<file path="src/rtl/fetch_sequencer.sv">
// fetch_sequencer
//   Multicycle instruction-fetch sequencer for the 8080 core. Owns the program
//   counter, issues one memory read per instruction, decodes the instruction
//   length from the opcode and presents the assembled instruction to decode.
//   Control-flow redirects from execute and HLT are handled here.
//
// Parameters
//   RESET_PC     PC value loaded on reset.
//
// Ports
//   clk          clock, all state updates on posedge
//   rst_n        asynchronous active-low reset
//   mem_req      read request for the current cycle (FETCH state)
//   mem_addr     read address, always the PC register
//   mem_data     read data {opcode, low byte, high byte}, valid the cycle after mem_req
//   dec_valid    instruction available to decode
//   dec_ready    decode accepts the instruction
//   dec_instr    captured instruction, same byte layout as mem_data
//   dec_len      instruction length (1, 2 or 3)
//   dec_pc       address of dec_instr
//   redir_valid  control-flow redirect request
//   redir_pc     redirect target
//   halted       core halted by HLT
//   perf_count   retired-instruction count (only with FETCH_PERF_EN)
//
// Optional feature
//   FETCH_PERF_EN  when defined, adds the perf_count port and its counter.
//
// Handshake: an instruction transfers to decode on any rising clock edge where
// dec_valid and dec_ready are both high. Once dec_valid rises, dec_instr,
// dec_len and dec_pc hold steady until that transfer. dec_valid is masked by
// redir_valid, so a redirect cycle never transfers an instruction.

module fetch_sequencer #(
    parameter logic [15:0] RESET_PC = 16'h0000
) (
    input  logic        clk,
    input  logic        rst_n,
    output logic        mem_req,
    output logic [15:0] mem_addr,
    input  logic [23:0] mem_data,
    output logic        dec_valid,
    input  logic        dec_ready,
    output logic [23:0] dec_instr,
    output logic [1:0]  dec_len,
    output logic [15:0] dec_pc,
    input  logic        redir_valid,
    input  logic [15:0] redir_pc,
    output logic        halted
`ifdef FETCH_PERF_EN
    ,
    output logic [31:0] perf_count
`endif
);

    typedef enum logic [2:0] {
        S_IDLE   = 3'd0,
        S_FETCH  = 3'd1,
        S_WAIT   = 3'd2,
        S_HOLD   = 3'd3,
        S_HALTED = 3'd4
    } state_t;

    localparam logic [7:0] OP_HLT = 8'h76;

    state_t      state;
    state_t      state_nxt;
    logic [15:0] pc;
    logic [15:0] pc_nxt;
    logic        capture;
    logic        handshake;

    // Instruction length from the opcode alone.
    function automatic logic [1:0] decode_len(input logic [7:0] op);
        logic [1:0] len;
        len = 2'd1;
        if (((op & 8'hCF) == 8'h01) ||              // LXI rp
            (op == 8'h22) || (op == 8'h2A) ||
            (op == 8'h32) || (op == 8'h3A) ||
            (op == 8'hC3) || (op == 8'hCB) ||
            ((op & 8'hC7) == 8'hC2) ||              // Jccc
            ((op & 8'hC7) == 8'hC4) ||              // Cccc
            (op == 8'hCD) || (op == 8'hDD) ||
            (op == 8'hED) || (op == 8'hFD)) begin
            len = 2'd3;
        end else if (((op & 8'hC7) == 8'h06) ||     // MVI r
                     (op == 8'hC6) || (op == 8'hCE) ||
                     (op == 8'hD6) || (op == 8'hDE) ||
                     (op == 8'hE6) || (op == 8'hEE) ||
                     (op == 8'hF6) || (op == 8'hFE) ||
                     (op == 8'hD3) || (op == 8'hDB)) begin
            len = 2'd2;
        end
        return len;
    endfunction

    // Outputs depend only on state and registers, except dec_valid which is
    // also masked by a same-cycle redirect.
    assign mem_req   = (state == S_FETCH);
    assign mem_addr  = pc;
    assign dec_valid = (state == S_HOLD) && !redir_valid;
    assign halted    = (state == S_HALTED);
    assign handshake = dec_valid && dec_ready;

    // Next-state and PC logic. Redirect overrides every other transition.
    always_comb begin
        state_nxt = state;
        pc_nxt    = pc;
        capture   = 1'b0;
        if (redir_valid) begin
            state_nxt = S_FETCH;
            pc_nxt    = redir_pc;
        end else begin
            case (state)
                S_IDLE: begin
                    state_nxt = S_FETCH;
                end
                S_FETCH: begin
                    state_nxt = S_WAIT;
                end
                S_WAIT: begin
                    // Only here is mem_data taken, so a response belonging to
                    // a request issued before a redirect is never captured.
                    capture   = 1'b1;
                    state_nxt = S_HOLD;
                end
                S_HOLD: begin
                    if (handshake) begin
                        if (dec_instr[23:16] == OP_HLT) begin
                            state_nxt = S_HALTED;
                        end else begin
                            pc_nxt    = pc + {14'd0, dec_len};
                            state_nxt = S_FETCH;
                        end
                    end
                end
                S_HALTED: begin
                    state_nxt = S_HALTED;
                end
                default: begin
                    state_nxt = S_IDLE;
                end
            endcase
        end
    end

    always_ff @(posedge clk or negedge rst_n) begin
        if (!rst_n) begin
            state <= S_IDLE;
            pc    <= RESET_PC;
        end else begin
            state <= state_nxt;
            pc    <= pc_nxt;
        end
    end

    always_ff @(posedge clk or negedge rst_n) begin
        if (!rst_n) begin
            dec_instr <= 24'd0;
            dec_len   <= 2'd1;
            dec_pc    <= 16'd0;
        end else if (capture) begin
            dec_instr <= mem_data;
            dec_len   <= decode_len(mem_data[23:16]);
            dec_pc    <= pc;
        end
    end

`ifdef FETCH_PERF_EN
    // Counts every transfer to decode, HLT included; wraps naturally at 2^32.
    always_ff @(posedge clk or negedge rst_n) begin
        if (!rst_n) begin
            perf_count <= 32'd0;
        end else if (handshake) begin
            perf_count <= perf_count + 32'd1;
        end
    end
`endif

endmodule

</file>
<file path="config.mk">
export PLATFORM = sky130hd
export DESIGN_NAME = fetch_sequencer
export DESIGN_NICKNAME = d
export VERILOG_FILES = /design/src/rtl/fetch_sequencer.sv
export SDC_FILE = /design/constraint.sdc
export NUM_CORES = 1
export LEC_CHECK = 0
export CORE_MARGIN = 2
export CORE_UTILIZATION = 40
export CTS_CLUSTER_SIZE = 28
export DETAILED_ROUTE_END_ITERATION = 10
export DONT_BUFFER_PORTS = 1
export PLACE_DENSITY = 0.51
export SLEW_MARGIN = 25
export SYNTH_ARGS = -nofsm -noshare
export SYNTH_HDL_FRONTEND = slang
export SYNTH_SLANG_ARGS = --single-unit
export TNS_END_PERCENT = 20
</file>
<file path="constraint.sdc">
create_clock -name clk -period 5.95 [get_ports clk]
set_clock_uncertainty 0.1 [all_clocks]
set_input_delay 0.595 -clock clk [delete_from_list [all_inputs] [get_ports clk]]
set_output_delay 0.595 -clock clk [all_outputs]
set_load 0.1 [all_outputs]
</file>
; After elaboration in Yosys (flattened, before gate mapping)
; Cells that the tools add are included.
[totals]
regBits = 61
latchBits = 0
mem_bits_rw = 0
rom_bits = 0
word_cells = 78
memories = 0
[classes]
add_sub_neg = 1
mul = 0
div = 0
magnitude_cmp = 0
eq_ne = 31
n_shift = 0
muxes = 12
n_bitwise = 0
reduce_logical = 29
[op_table]
columns = op, count
row1 = "equality test 8 bit, second input constant", 16
row2 = two-way mux 16 bit, 4
row3 = "equality test 8 x 6 -> 1 bit, second input constant", 4
row4 = logical OR 1 bit, 22
row5 = adder 16 x 2 -> 16 bit, 1
row6 = case mux 3 bit (5 select lines), 1
row7 = "equality test 5 bit, second input constant", 2
row8 = two-way mux 3 bit, 3
row9 = "equality test 8 x 7 -> 1 bit, second input constant", 1
row10 = "equality test 3 x 2 -> 1 bit, second input constant", 2
row11 = "equality test 6 x 1 -> 1 bit, second input constant", 1
row12 = "equality test 5 x 3 -> 1 bit, second input constant", 1
row13 = two-way mux 2 bit, 2
row14 = nonzero test 2 bit, 2
row15 = "equality test 3 x 1 -> 1 bit, second input constant", 1
row16 = "equality test 3 bit, second input constant", 1
row17 = zero test 3 bit, 1
row18 = "!= test 3 bit, second input constant", 1
row19 = AND reduction 3 bit, 1
row20 = logical AND 1 bit, 2
row21 = two-way mux 1 bit, 2
row22 = "!= test 2 bit, second input constant", 1
row23 = zero test 1 bit, 1

; Depth between registers and ports, before layout
[logic_depth]
ltp_word = 14
depth_mapped = 7
mapped_depth_nobuf = 7

; Worst setup path after synthesis
; OpenSTA, ideal clock, no wires.
[synth_timing]
path_kind = reg2out
start = register state[1]
end = output port halted
arrival_ns = 2.764
slack_ns = 2.491
stages_incl_launch_ff = 3
n_path_buf = 1
cell_sequence = dfrtp_1 -> clkbuf_2 -> nor3b_1
[synth_between]
elab_chain_len = 1
[synth_lines]
columns = element, line
row1 = "start, declared", 66  ; state_t state;
row2 = "start signal, assigned", 152  ; state <= state_nxt;
row3 = equality test 3 bit, 102  ; assign halted = (state == S_HALTED);
row4 = "end, declared", 49  ; output logic halted
; No other way between the ends.

; Worst setup path in the final report
[layout_timing]
start = register pc[0], in the netlist mem_addr[0]
end = register pc[14], in the netlist mem_addr[14]
[layout_between]
elab_chain_len = 5
[layout_lines]
columns = element, line
row1 = "start, declared", 68  ; logic [15:0] pc;
row2 = "start signal, assigned", 153  ; pc <= pc_nxt;
row3 = adder 16 x 2 -> 16 bit, 132  ; pc_nxt = pc + {14'd0, dec_len};
row4 = two-way mux 16 bit, 129  ; if (dec_instr[23:16] == OP_HLT) begin
row5 = two-way mux 16 bit, 128  ; if (handshake) begin
row6 = two-way mux 16 bit, 114  ; case (state)
row7 = two-way mux 16 bit, 110  ; if (redir_valid) begin
; No other way between the ends. The select of a mux whose other input is x is not followed.
; A chain may end at the register's enable or synchronous reset.

==> results.py <==
metrics = {
    "global_routing": {
        "grt_pass1_vias": 2067,
        "grt.total_usage": 0.180,
        "grt_max_degree": 62,
        "grt_pass1_wl_mm": 11.3,
        "grt_antenna_before_repair": 0,
        "grt_overflow_total": 0,
    },
    "synth": {
        "ys_async_sr_fraction": 1.00,
        "ys_top_cells_by_area": "dfrtp_1, mux2_2, nand2_1",
        "synth-seq-cells": 61,
        "synth_area_mm2": 0.00297,
        "synth_cell_types": 57,
        "synth_fp_nets": 290,
        "netlist.top_cell.by_area": "dfrtp_1",
        "synth_seq_area_share": 0.514,
        "synth_edf_count": 0,
        "synth_top_area_frac": 0.505,
        "yosys_warnings": 0,
        "syn_area_per_cell_um2": 12.2,
        "synthCells": 243,
        "synth-main-ff-cell": "dfrtp_1",
    },
    "timing": {
        "setup_viol": 0,
        "period_minus_slack_ns": 3.06,
        "hold_viol_final": 0,
        "max_freq_ghz": 0.326,
        "fin_setup_tns_ns": 0,
        "maxSlewHeadroom": 0.258,
        "worst_pin_slew_ns": 1.11,
        "slew_viol_final": 0,
        "rsz0062_at_grt": "false",
        "fin_crit_sh": 0.515,
    },
    "cells_and_area": {
        "n_antenna_cell": 0,
        "nets": 297,
        "final-seq-area_mm2": 0.00153,
        "fill_cells": 691,
        "multi_input_area_mm2": 0.00137,
        "area_growth_pct": 13.4,
        "drive_gt1_frac": 0.333,
        "final_area_mm2": 0.00337,
    },
    "worst_hold_path": {
        "hp-class": "primary input to asynchronous set/reset pin",
    },
    "worst_setup_path": {
        "end_kind": "flop",
        "crit_start": "mem_addr[0]",
        "reg2reg_from": "mem_addr[0]",
        "critical-path-slowest-cell": "dfrtp_1",
        "arrival_ns": 3.19,
        "worst_r2r_path_depth": 7,
        "crit_family": "flip-flops",
        "cp.required_ns": 6.08,
        "crit_type": "flop to flop",
        "r2r-end": "mem_addr[14]",
        "rrSetupSlack_ns": 2.89,
        "crit_path_start_kind": "flop",
        "critPathMaxFanout": 4,
        "crit_buf_inv": 1,
        "worst_path_largest_cell_delay_ns": 0.97,
        "crit_chain": "ha_1 -> inv_1 -> fa_1 -> and4b_2 -> and3_1 -> a41oi_1 -> a221o_1",
    },
    "run": {
        "max_cap_viol_count": 0,
    },
    "clocking": {
        "clk_latency_ns": 0.33,
        "cts_tree": "built",
        "cts-htree-levels": 3,
        "cts_max_path_buffers": 2,
        "cts.sinks": 61,
        "cts.reportedPaths.clkPinSlew_ns": 0.07,
        "cts_setup_buffers": 0,
        "clockRootBuffer": "clkbuf_8",
        "cts_inserted_buffers": 9,
    },
    "die": {
        "dieHeight_um": 90.2,
        "rows": 31,
        "coreArea_mm2": 0.00721,
        "start_util": 0.412,
        "io_pins": 105,
        "die_x_um": 90.2,
        "die_area_mm2": 0.00813,
    },
    "placement": {
        "place_congestion": 0.761,
        "dpl.hpwl_mm": 4.87,
        "placed_cell_area_mm2": 0.00315,
        "portBuffers": 0,
    },
    "route": {
        "drc": 0,
        "finalWirelength_mm": 6.93,
        "vias_per_cell": 5.81,
        "dr_total_vias": 2057,
        "drt_iter0_markers": 119,
        "post_drt_wl_per_cell_um": 19.6,
        "firstDrtPassIters": 4,
        "ant_nets": 0,
    },
    "status": {
        "status": "finished, final reports clean",
    },
}
-- cell type report --
type | instances | share of cell area
Clock inverter | 5 | 0.0104
Multi-Input combinational cell | 163 | 0.407
Tap cell | 99 | 0.0368
Clock buffer | 11 | 0.0449
Timing Repair Buffer | 9 | 0.0390
Inverter | 6 | 0.00668
Sequential cell | 61 | 0.455
-- timing repair --
item                                   4_1_cts  5_1_grt
resized for setup                            0        0
endpoints found under the hold margin       61        0
hold buffers                                 1        0
-- metal layers --
layer / wire length [um] / GRT usage
met1: 3030 / 0.244
met2: 3130 / 0.258
met4: 136 / 0.0872
met3: 646 / 0.0612
met5: 0 / 0
-- Yosys cell counts, drive strengths merged (5+ instances only) --
| cell type | instances |
|---|---|
| dfrtp | 60 |
| mux2 | 43 |
| nand2 | 17 |
| o21ai | 9 |
| buf | 7 |
| nor2 | 7 |
| clkbuf | 6 |
| nor4 | 6 |
| a221o | 5 |
| inv | 5 |
| nor3 | 5 |
| o22ai | 5 |
-- how the worst max path moves through the flow --
stage,end,slack (ns),depth (start not counted)
detailed placement,mem_addr[14],2.88,7
CTS,mem_addr[14],2.87,7
global placement,mem_addr[14],2.93,7
floorplan,halted,2.49,2
finish,mem_addr[14],2.89,7
global route,mem_addr[14],2.77,7
-- logic make-up (layout without fill, tap and decap cells) --
| logic type | after synthesis | in the layout | synth area share |
|---|---|---|---|
| AOI/OAI and AO/OA | 45 | 45 | 0.117 |
| adders and majority gates | 3 | 3 | 0.0152 |
| DFF | 61 | 61 | 0.514 |
| and+or+nand+nor | 65 | 65 | 0.141 |
| muxes | 46 | 46 | 0.173 |
| xor gates and xnor gates | 4 | 4 | 0.0118 |
| buffers and inverters | 19 | 31 | 0.0274 |
-- per-stage QoR --
stage | std cells | hold slack (ns) | utilization | setup WS [ns]
after global placement | 336 | 0.201 | 0.435 | 2.93
after CTS | 354 | 0.0279 | 0.467 | 2.87
final | 354 | 0.0106 | 0.467 | 2.89
after floorplan | 243 | 0.199 | - | 2.49
after global routing | 354 | 0.0405 | 0.467 | 2.77
after detailed placement | 337 | 0.201 | 0.437 | 2.88
-- registers in the layout (all words and copies together), names as in the netlist --
register / cells
mem_addr: 16
dec_instr: 24
state: 3
dec_pc: 16
dec_len: 2
-- worst register-to-register path, delay by kind of cell, from the launching register on --
family	cells	cell delay, ns
compound gates	2	0.56
fa+ha+maj	2	0.75
buf+inv	1	0.06
flops	1	0.97
simple gates	2	0.51
-- placed cells by master (no fill, tap or decap), types with 4 or more instances in the layout --
cell       n
nor4_1     6
mux2_2    43
a221o_1    5
dfrtp_1   56
nand2_1   17
o21ai_0    9
nor3_1     5
dfrtp_2    4
buf_4      5
o22ai_1    5
inv_1      5
clkbuf_8  11
nor2_1     7
a31oi_1    4
Power is not shown: default switching activity piles up to over one toggle a cycle in this logic, so the estimate is an artifact.
